==> src/rtl/operand_loader.sv <==
// operand_loader: synchronises the slide switches and the load button, debounces
// the button and captures one switch snapshot per accepted press into N. Each
// capture fires a restart pulse of RESTART_CYCLES cycles for the processor.
// Build option: define OPERAND_AUTOLOAD_EN to bypass the button. The switches
// are then debounced as a vector, and any stable value that differs from N is
// captured automatically.
module operand_loader #(
    parameter int DEBOUNCE_CYCLES = 500000,
    parameter int RELEASE_CYCLES  = 500000,
    parameter int RESTART_CYCLES  = 2
) (
    input  logic       clk,
    input  logic       rst,
    input  logic [7:0] sw,
    input  logic       btn_load,
    output logic [7:0] N,
    output logic       n_valid,
    output logic       restart,
    output logic       busy
);

    localparam int CNT_MAX = (DEBOUNCE_CYCLES > RELEASE_CYCLES) ? DEBOUNCE_CYCLES : RELEASE_CYCLES;
    localparam int CNT_W   = $clog2(CNT_MAX + 1);
    localparam int RS_W    = $clog2(RESTART_CYCLES + 1);

    localparam logic [CNT_W-1:0] DEB_LAST = CNT_W'(DEBOUNCE_CYCLES - 1);
    localparam logic [CNT_W-1:0] REL_LAST = CNT_W'(RELEASE_CYCLES - 1);
    localparam logic [CNT_W-1:0] CNT_SAT  = CNT_W'(CNT_MAX);
    localparam logic [RS_W-1:0]  RS_LOAD  = RS_W'(RESTART_CYCLES);

    typedef enum logic [1:0] {IDLE, ARM, CAPTURE, HOLD} state_t;

    state_t           state, state_nx;
    logic [CNT_W-1:0] cnt, cnt_nx, cnt_inc;
    logic [RS_W-1:0]  rs_cnt;
    logic             capture;
    logic [7:0]       sw_m, sw_s, cap_val;

    // The debounce counter saturates and never wraps.
    assign cnt_inc = (cnt == CNT_SAT) ? cnt : cnt + 1'b1;
    assign busy    = (state != IDLE);

`ifdef OPERAND_AUTOLOAD_EN
    logic [7:0] sw_last;

    // Two-flop switch synchroniser plus a one-cycle history used to spot changes.
    // NOTE: clocked state uses non-blocking assignments, so every flop samples pre-edge values.
    always_ff @(posedge clk or posedge rst) begin
        if (rst) begin
            sw_m    <= '0;
            sw_s    <= '0;
            sw_last <= '0;
        end else begin
            sw_m    <= sw;
            sw_s    <= sw_m;
            sw_last <= sw_s;
        end
    end

    // Capture the value that was stable throughout the debounce window.
    assign cap_val = sw_last;

    // Next-state logic: debounce sw_s as a vector against the current operand.
    // NOTE: defaults come first so every path assigns every output and no latch is inferred.
    always_comb begin
        state_nx = state;
        cnt_nx   = cnt;
        capture  = 1'b0;
        case (state)
            IDLE: begin
                if (sw_s != N) begin
                    state_nx = (DEBOUNCE_CYCLES <= 1) ? CAPTURE : ARM;
                    cnt_nx   = CNT_W'(1);
                end
            end
            ARM: begin
                if (sw_s == N) begin
                    state_nx = IDLE;
                    cnt_nx   = '0;
                end else if (sw_s != sw_last) begin
                    cnt_nx   = CNT_W'(1);
                end else if (cnt >= DEB_LAST) begin
                    state_nx = CAPTURE;
                    cnt_nx   = '0;
                end else begin
                    cnt_nx   = cnt_inc;
                end
            end
            CAPTURE: begin
                capture  = 1'b1;
                state_nx = IDLE;
                cnt_nx   = '0;
            end
            default: begin
                state_nx = IDLE;
                cnt_nx   = '0;
            end
        endcase
    end
`else
    logic       btn_m, btn_s;
    logic [1:0] sync_ok;
    logic       armed;

    // Two-flop synchronisers for the switches and the load button.
    // NOTE: clocked state uses non-blocking assignments, so every flop samples pre-edge values.
    always_ff @(posedge clk or posedge rst) begin
        if (rst) begin
            sw_m  <= '0;
            sw_s  <= '0;
            btn_m <= 1'b0;
            btn_s <= 1'b0;
        end else begin
            sw_m  <= sw;
            sw_s  <= sw_m;
            btn_m <= btn_load;
            btn_s <= btn_m;
        end
    end

    // Arm only after a genuine low on btn_s, once the synchroniser has refilled
    // after reset. A button held through reset therefore cannot capture.
    always_ff @(posedge clk or posedge rst) begin
        if (rst) begin
            sync_ok <= '0;
            armed   <= 1'b0;
        end else begin
            sync_ok <= {sync_ok[0], 1'b1};
            if (sync_ok[1] && !btn_s) armed <= 1'b1;
        end
    end

    assign cap_val = sw_s;

    // Next-state logic: press debounce, capture, then wait for a clean release.
    // NOTE: defaults come first so every path assigns every output and no latch is inferred.
    always_comb begin
        state_nx = state;
        cnt_nx   = cnt;
        capture  = 1'b0;
        case (state)
            IDLE: begin
                if (armed && btn_s) begin
                    state_nx = (DEBOUNCE_CYCLES <= 1) ? CAPTURE : ARM;
                    cnt_nx   = CNT_W'(1);
                end
            end
            ARM: begin
                if (!btn_s) begin
                    state_nx = IDLE;
                    cnt_nx   = '0;
                end else if (cnt >= DEB_LAST) begin
                    state_nx = CAPTURE;
                    cnt_nx   = '0;
                end else begin
                    cnt_nx   = cnt_inc;
                end
            end
            CAPTURE: begin
                capture  = 1'b1;
                state_nx = HOLD;
                cnt_nx   = '0;
            end
            HOLD: begin
                if (btn_s) begin
                    cnt_nx   = '0;
                end else if (cnt >= REL_LAST) begin
                    state_nx = IDLE;
                    cnt_nx   = '0;
                end else begin
                    cnt_nx   = cnt_inc;
                end
            end
            default: begin
                state_nx = IDLE;
                cnt_nx   = '0;
            end
        endcase
    end
`endif

    // State and debounce counter registers.
    always_ff @(posedge clk or posedge rst) begin
        if (rst) begin
            state <= IDLE;
            cnt   <= '0;
        end else begin
            state <= state_nx;
            cnt   <= cnt_nx;
        end
    end

    // Operand capture and restart pulse. A capture during a pulse reloads the
    // counter, which stretches the pulse rather than producing a second one.
    always_ff @(posedge clk or posedge rst) begin
        if (rst) begin
            N       <= 8'h00;
            n_valid <= 1'b0;
            rs_cnt  <= '0;
            restart <= 1'b0;
        end else if (capture) begin
            N       <= cap_val;
            n_valid <= 1'b1;
            rs_cnt  <= RS_LOAD;
            restart <= 1'b1;
        end else if (rs_cnt != '0) begin
            rs_cnt  <= rs_cnt - 1'b1;
            restart <= (rs_cnt != RS_W'(1));
        end else begin
            restart <= 1'b0;
        end
    end

endmodule

==> config.mk <==
export PLATFORM = sky130hd
export DESIGN_NAME = operand_loader
export DESIGN_NICKNAME = d
export VERILOG_FILES = /design/src/rtl/operand_loader.sv
export SDC_FILE = /design/constraint.sdc
export NUM_CORES = 1
export LEC_CHECK = 0
export ABC_AREA = 0
export CORE_ASPECT_RATIO = 1.25
export CORE_MARGIN = 3
export CORE_UTILIZATION = 56
export DETAILED_ROUTE_END_ITERATION = 12
export PLACE_DENSITY = 0.78
export SYNTH_ARGS = -nofsm -noshare
export SYNTH_HDL_FRONTEND = slang
export SYNTH_SLANG_ARGS = --single-unit
==> constraint.sdc <==
create_clock -name clk -period 8.1 [get_ports clk]
set_clock_uncertainty 0.15 [all_clocks]
set_input_delay 1.62 -clock clk [delete_from_list [all_inputs] [get_ports clk]]
set_output_delay 1.62 -clock clk [all_outputs]
set_load 0.01 [all_outputs]
==> results.txt, run 1 <==
* Outcome: complete, no violations
- During I/O placement, the number of pins put on the boundary was 22.
- Net count after synthesis: 232
* Count of buffers from port buffering: 21
- After detailed routing, the number of vias per cell comes to 5.986.
- Cells fill 66.59% of the core in the end.
* Avg WL per Cell: 15.86 µm
- The die is 80.08 µm tall.
* Most frequent cells in the layout: sky130_fd_sc_hd__dfrtp_1 (54), sky130_fd_sc_hd__clkdlybuf4s50_1 (21), sky130_fd_sc_hd__nand2_1 (16)
- Of all nets on the critical path, the largest fanout is 5.
- Counting along the longest clock path gives a buffer depth of 2.
* Area of the placeable core: 0.004164 mm²
* Largest voltage drop on the vdd net: 0.09144 mV
- Mean instance size in the synthesized netlist: 11.33 µm²
- Post-cts sizing count: 0
* Initial cell density of the core: 59.04%
- In the routed design, unresolved DRC markers number 0.
- In this run the post-CTS setup repair buffer count came out at 0.
- Detailed placement ended at an HPWL of 3213 µm.
- Adder and majority cell fraction of the synthesized area: 2.036%
- Buffers inserted during clock tree synthesis total 5.
- Count of standard-cell rows: 26
- CTS Root Cell: sky130_fd_sc_hd__clkbuf_8
- Startpoint of the worst-slack reg-to-reg timing path: cnt[9]$_DFFE_PP0P_
- Following the worst setup path forward leads to its endpoint at busy.
- Arrival time of the worst setup path: 1.62 ns
- The post-route netlist has 10.68% of its cells at a drive strength greater than 1.
- After clock tree synthesis, the clock-pin slew on the worst setup and hold paths is 0.10 ns.
- Setup slack at placement: 4.912 ns
- Worst Hold Margin: 0.2005 ns
- Counting distinct cell types in the post-synthesis netlist gives 49.
- Power per standard cell area: 179.7 mW/mm²
* Hold buffer count at CTS: 0
- Horiz. Die Dim: 65.27 µm
- The total overflow left after global routing is 0.
* Most common cell after layout, fill and taps aside: sky130_fd_sc_hd__dfrtp_1
- 0 antenna diodes ended up in the layout.
- Dominant combinational cell family by area after synthesis: simple AND/OR/NAND/NOR gates
* Sink count of the clock tree: 54
- Maximum number of pins on one net before global-route repair: 55
- The pre-antenna-repair detailed-routing pass consisted of 4 iterations.
* Setup total negative slack: 0 ns
- Of the total synthesized cell area, the portion taken by XOR and XNOR cells is 1.425%.
* Count of routing violations after the opening detailed-route iteration: 113
- For this run, the number of Yosys warnings is 0.
- Seq/Total Area, Yosys: 54.96%
- The most critical setup path has its startpoint at state[0]$_DFFE_PP0P_.
* Path class of the lowest-slack min-delay path: flip-flop to flip-flop
- Final Slew Violations: 0
- Pin slew with the least headroom to its limit: 1.104 ns
* Count of final hold-check violations: 0
* Most common flop cell mapped by yosys: sky130_fd_sc_hd__dfrtp_1
- Max-cap violations: 0
* Flop and latch count out of synthesis: 54
* Layout-stage area growth over the synthesis result: 12.77%
* Setup crit end kind: primary output
- Reg-to-reg setup timing slack: 4.88 ns
- Mux share of post-synthesis cell area: 4.122%
- Overall power: 498.3 µW
- Part of the cycle the worst path needs: 41.81%
- Fraction of synthesis flops using an asynchronous set or reset pin: 100.0%
- Leakage power: 1.222 nW
- Final number of setup-violating endpoints: 0
* Summed instance area of the synthesized netlist: 0.002459 mm²
- Via count of the first global-routing pass: 1705
* Synth Instances: 217
* Synthesized-area fraction occupied by ao, oa, aoi and oai cells: 15.11%
- Simple-gate share of the synthesized area: 17.61%
- The finished cells cover 0.002773 mm².
- Data on the critical path is required at its endpoint by 6.33 ns.
- For the worst flop-to-flop path, the logic depth is 5.
* Routability congestion estimate from global placement: 0.8362
- Maximum clock frequency: 295.3 MHz
- TritonCTS clock tree: done
- Non-filler cells in the finished layout: 290
- In this run the tightest slew margin relative to its limit is 26.40%.
- STA classifies the critical path startpoint as a flip-flop.
- The clock tree synthesis step divided the H-tree into 2 levels.
- Final WS setup: 4.713 ns
- Kind of critical path: flip-flop to primary output
* Insertion delay to the later sink of the worst-skew pair: 0.31 ns
- The first global-routing pass estimated 8100 µm of wire.
* Number of placed cells counting well taps: 282
- Antenna violation net count after detailed routing: 0
* Sum of routed wire length over all layers: 4598 µm
* Total GRT Usage: 20.14%
- Yosys mapped a number of flops with a built-in enable equal to 0.
- The worst register-to-register path ends at cnt[15]$_DFFE_PP0P_.
- The detailed router placed 1736 vias in this run.
* Nets: 248
- The number of antenna violations at the first check in global routing came to 0.
* Min Tclk post-route: 3.387 ns
* Unrepaired setup endpoints after global routing: false
- The die covers 0.005226 mm².
* Placed Instance Area: 0.002675 mm²
[cells by family after synthesis]
group / count (synthesis)
muxes: 9
AOI/OAI and AO/OA: 44
and+or+nand+nor: 77
DFF: 54
other: 1
buffers and inverters: 24
xor gates and xnor gates: 4
adders and majority gates: 4
[cell usage after synthesis (3+ instances only)]
cell type	instances	area share [%]
sky130_fd_sc_hd__dfrtp_1	54	55
sky130_fd_sc_hd__nand2_1	16	2.4
sky130_fd_sc_hd__nor3_1	12	2.4
sky130_fd_sc_hd__inv_1	11	1.7
sky130_fd_sc_hd__clkbuf_1	10	1.5
sky130_fd_sc_hd__mux2_2	8	3.7
sky130_fd_sc_hd__nand3_1	8	1.6
sky130_fd_sc_hd__nor4_1	8	2.0
sky130_fd_sc_hd__a21o_1	7	2.1
sky130_fd_sc_hd__a211o_1	6	2.1
sky130_fd_sc_hd__nor2_1	6	0.92
sky130_fd_sc_hd__o31ai_1	6	1.8
sky130_fd_sc_hd__nand4_1	5	1.3
sky130_fd_sc_hd__a22o_1	4	1.4
sky130_fd_sc_hd__ha_1	4	2.0
sky130_fd_sc_hd__a211oi_1	3	0.92
sky130_fd_sc_hd__a21oi_1	3	0.61
sky130_fd_sc_hd__and4_1	3	1.1
sky130_fd_sc_hd__buf_6	3	1.4
sky130_fd_sc_hd__nor4b_1	3	1.1
[report_power, final]
group	internal (mW)	switching, mW	total (mW)
clock	0.0641	0.0917	0.156
combinational	0.0215	0.0263	0.0478
sequential	0.281	0.0141	0.295
total	0.366	0.132	0.498
[critical path, cell delays in order (launching register included)]
cell	delay [ns]
sky130_fd_sc_hd__dfrtp_1	0.47
sky130_fd_sc_hd__or2_2	0.35
sky130_fd_sc_hd__clkdlybuf4s50_1	0.49
[sequential cells by signal, indices dropped and copies added (netlist names), 2 cells and up, named ones only]
name	flops
N	8
cap_val	8
cnt	19
rs_cnt	2
sw_m	8
sync_ok	2
[worst min path at each step]
stage                         start                    to  slack [ns]  cells after the start
2_1_floorplan       btn_m$_DFF_PP0_       btn_s$_DFF_PP0_        0.18                      0
3_3_place_gp        btn_m$_DFF_PP0_       btn_s$_DFF_PP0_        0.18                      0
3_5_place_dp   sync_ok[0]$_DFF_PP0_  sync_ok[1]$_DFF_PP0_        0.18                      0
4_1_cts        sync_ok[0]$_DFF_PP0_  sync_ok[1]$_DFF_PP0_        0.21                      0
5_1_grt           sw_m[4]$_DFF_PP0_  cap_val[4]$_DFF_PP0_        0.21                      0
6_report          sw_m[2]$_DFF_PP0_  cap_val[2]$_DFF_PP0_        0.20                      0
[final cells by class]
class                   instances  area [µm²]
clock buffers                   5       68.82
fillers                       351        1391
flip-flops and latches         54        1351
inverters                      11       41.29
repair buffers                 22       217.7
well taps                      56       70.07
multi-input cells             139       994.7
clock inverters                 3       28.78
[layer usage]
| metal | GRT usage [%] | vias up | part of all wire, % |
|---|---|---|---|
| met5 | 0 | - | 0 |
| met1 | 25.14 | 850 | 42 |
| met4 | 8.506 | 0 | 1.5 |
| met2 | 34.14 | 41 | 52 |
| li1 | - | 838 | - |
| met3 | 3.636 | 7 | 3.9 |
No activity file was read; power rests on OpenSTA's default activity.
==> run 2: changes to the inputs <==
CORE_UTILIZATION = 51   (was 56)
PLACE_DENSITY = 0.75   (was 0.78)
clock period = 3.1 ns   (was 8.1 ns; I/O delays follow)
==> run 2 against run 1 <==
Effect of this change:
- wire length rose by 3.5%
- total power grew to 2.8 times the previous value
- sequential share of layout area decreased by 1.4 points
- register-to-register slack got worse by 4.7 ns
- sequential cell count stayed put
- clock power grew to 3.1 times the previous value
- critical path depth is 4 higher
- count of clock-buffer cells in the layout is the same
- non-clock buffer count grew 8
- combinational power grew to 2.8 times the previous value
- worst hold slack better by 0.0059 ns
- highest routed layer unchanged
==> results.txt, run 2 (same netlist as run 1, synthesis figures left out) <==
- Outcome: complete, no violations
* Path class of the lowest-slack min-delay path: flip-flop to flip-flop
- Row generation in the floorplan step produced 27 rows.
- Internal power comes to 1.041 mW.
- Counting along the longest clock path gives a buffer depth of 2.
- Antenna violation net count after detailed routing: 0
- Area of the placeable core: 0.004527 mm²
- Crit path buffers/inverters: 1
* Kind of critical path: flip-flop to flip-flop
* Routability congestion estimate from global placement: 0.8957
- CTS Root Cell: sky130_fd_sc_hd__clkbuf_8
- Max-cap violations: 0
- Count of fill cells added during filler insertion: 381
- Leaving out fill and tap cells, the most frequent cell in the layout is sky130_fd_sc_hd__dfrtp_1.
* Clock slew at the register clock pins of the worst setup and hold paths: 0.10 ns
- Worst Hold Margin: 0.2065 ns
- Headroom to the max-slew limit came out at 60.67%.
* Via count of the first global-routing pass: 1780
- Post-cts sizing count: 0
* Hold buffer count at CTS: 0
- For the worst setup path, the data arrival time is 2.93 ns.
* Cell type group with the largest total delay on the critical path: compound AO/OA/AOI/OAI gates
- Part of the cycle the worst path needs: 92.93%
- Vias per Instance: 5.923
* Clock group share of total power: 34.9%
- In this run the cell area measured after placement is 0.002738 mm².
- The net count of the finished layout is 256.
- Excluding fillers, the count of instances in the completed layout stands at 300.
- Number of optimization iterations in the first detailed-route pass: 4
* Total GRT Usage: 18.77%
- Static timing analysis puts the maximum clock frequency at 347.1 MHz.
- Across the VDD grid, the largest voltage drop is 0.2495 mV.
- H-tree Lvls: 2
- The clock reaches the later pin of the worst-skew pair after 0.31 ns.
* I/O pin count: 22
* Maximum number of pins on one net before global-route repair: 22
* Detailed-placement wirelength estimate: 3458 µm
- In this run the horizontal extent of the chip is 68.10 µm.
* Layout-stage area growth over the synthesis result: 16.08%
- Number of antenna cells inserted: 0
- Maximum cell stage delay along the critical path: 0.57 ns
* Most frequent cells in the layout: sky130_fd_sc_hd__dfrtp_1 (54), sky130_fd_sc_hd__clkdlybuf4s50_1 (21), sky130_fd_sc_hd__nand2_1 (16)
* Max FFs per register: 19
- For the pin with the worst max-slew slack, the measured transition is 0.5899 ns.
- Required time of the critical path: 3.15 ns
- Sum of overflow across all layers after global routing: 0
- From bottom edge to top edge, the die measures 83.63 µm.
* TritonCTS clock tree: done
* Net switching share of the total power: 24.96%
- The die covers 0.005695 mm².
* Setup crit end kind: flip-flop
- The analysis attributes to cell leakage a power of 1.272 nW.
- Sum of routed wire length over all layers: 4758 µm
- Cell Chain, Critical Path: or4_4 -> o41a_1 -> o311ai_4 -> buf_4 -> nor4_1 -> a211o_1
- The detailed router placed 1777 vias in this run.
- In the routed design, unresolved DRC markers number 0.
- Final core utilization: 63.05%
- Worst-path cell with the longest stage delay: sky130_fd_sc_hd__or4_4
* Global-route wire length before repair: 8217 µm
* Reg-to-reg setup timing slack: 0.22 ns
- Setup repair after global routing left no endpoint under its margin.
* Fraction of final layout cells sized beyond drive strength 1: 13.64%
- Counting I/O delays and the setup requirement, the final critical path takes 2.881 ns.
- Final WS setup: 0.2193 ns
- Of the total power, registers draw 55.5%.
* Cts bufs inserted: 5
- After layout, the design draws a total of 1.387 mW.
- In this run the power density over the cells is 486.1 mW/mm².
* Combinational power share: 9.7%
- Count of routing violations after the opening detailed-route iteration: 95
* Avg WL per Cell: 15.86 µm
* Sink count of the clock tree: 54
- Setup total negative slack on the finished layout was measured at 0 ns.
- The number of setup buffers added after CTS is 0.
* Count of final hold-check violations: 0
- Net switching power: 346.4 µW
* Final Slew Violations: 0
- Register with the most flip-flops: cnt
* Initial cell density of the core: 54.31%
- In this run, placement finished with an instance count of 292.
* Setup crit start kind: flip-flop
- Number of antenna violations at the first check in global routing: 0
- Count of buffers from port buffering: 21
- Setup slack at placement: 0.2637 ns
* Final number of setup-violating endpoints: 0
* Crit Path Max Fanout: 11
- Final Cell Area: 0.002854 mm²
-- run 2: cell types whose count changed in the layout (fill, tap and decap cells not counted) --
cell / delta
sky130_fd_sc_hd__inv_6: +1
sky130_fd_sc_hd__buf_4: +8
sky130_fd_sc_hd__inv_8: -1
sky130_fd_sc_hd__bufinv_16: +1
sky130_fd_sc_hd__clkinv_4: -1
-- run 2: layout make-up --
| type | instances | area [µm²] | area share, % |
|---|---|---|---|
| flip-flops and latches | 54 | 1351 | 47.35 |
| clock inverters | 3 | 47.55 | 1.666 |
| repair buffers | 30 | 277.8 | 9.733 |
| clock buffers | 5 | 68.82 | 2.411 |
| inverters | 11 | 41.29 | 1.447 |
| multi-input cells | 139 | 994.7 | 34.85 |
| well taps | 58 | 72.57 | 2.543 |
-- run 2: power groups by stage --
stage | sequential [mW] | combinational, mW | clock [mW]
finish | 0.769 | 0.134 | 0.484
detailed placement | 0.784 | 0.136 | 0
CTS | 0.770 | 0.136 | 0.494
global route | 0.776 | 0.153 | 0.529
global placement | 0.781 | 0.133 | 0
floorplan | 0.763 | 0.109 | 0
-- run 2: final timing paths --
check | start | cells after the start | endpoint
worst max-delay path | cnt[9]$_DFFE_PP0P_ | 6 | cnt[5]$_DFFE_PP0P_
worst min-delay path | btn_m$_DFF_PP0_ | 0 | btn_s$_DFF_PP0_
max in group asynchronous | rst | 3 | sw_m[2]$_DFF_PP0_
min in group asynchronous | rst | 2 | cnt[6]$_DFFE_PP0P_
worst min register to register | btn_m$_DFF_PP0_ | 0 | btn_s$_DFF_PP0_
worst max register to register | cnt[9]$_DFFE_PP0P_ | 6 | cnt[5]$_DFFE_PP0P_
-- run 2: per-layer routing --
layer  share of wire (%)  track usage (%)  vias to the layer above
met2                  51            31.58                       45
met1                  43            23.19                      877
met5                   0                0                        -
li1                    -                -                      845
met3                 4.0            3.639                       10
met4                 2.1            6.872                        0
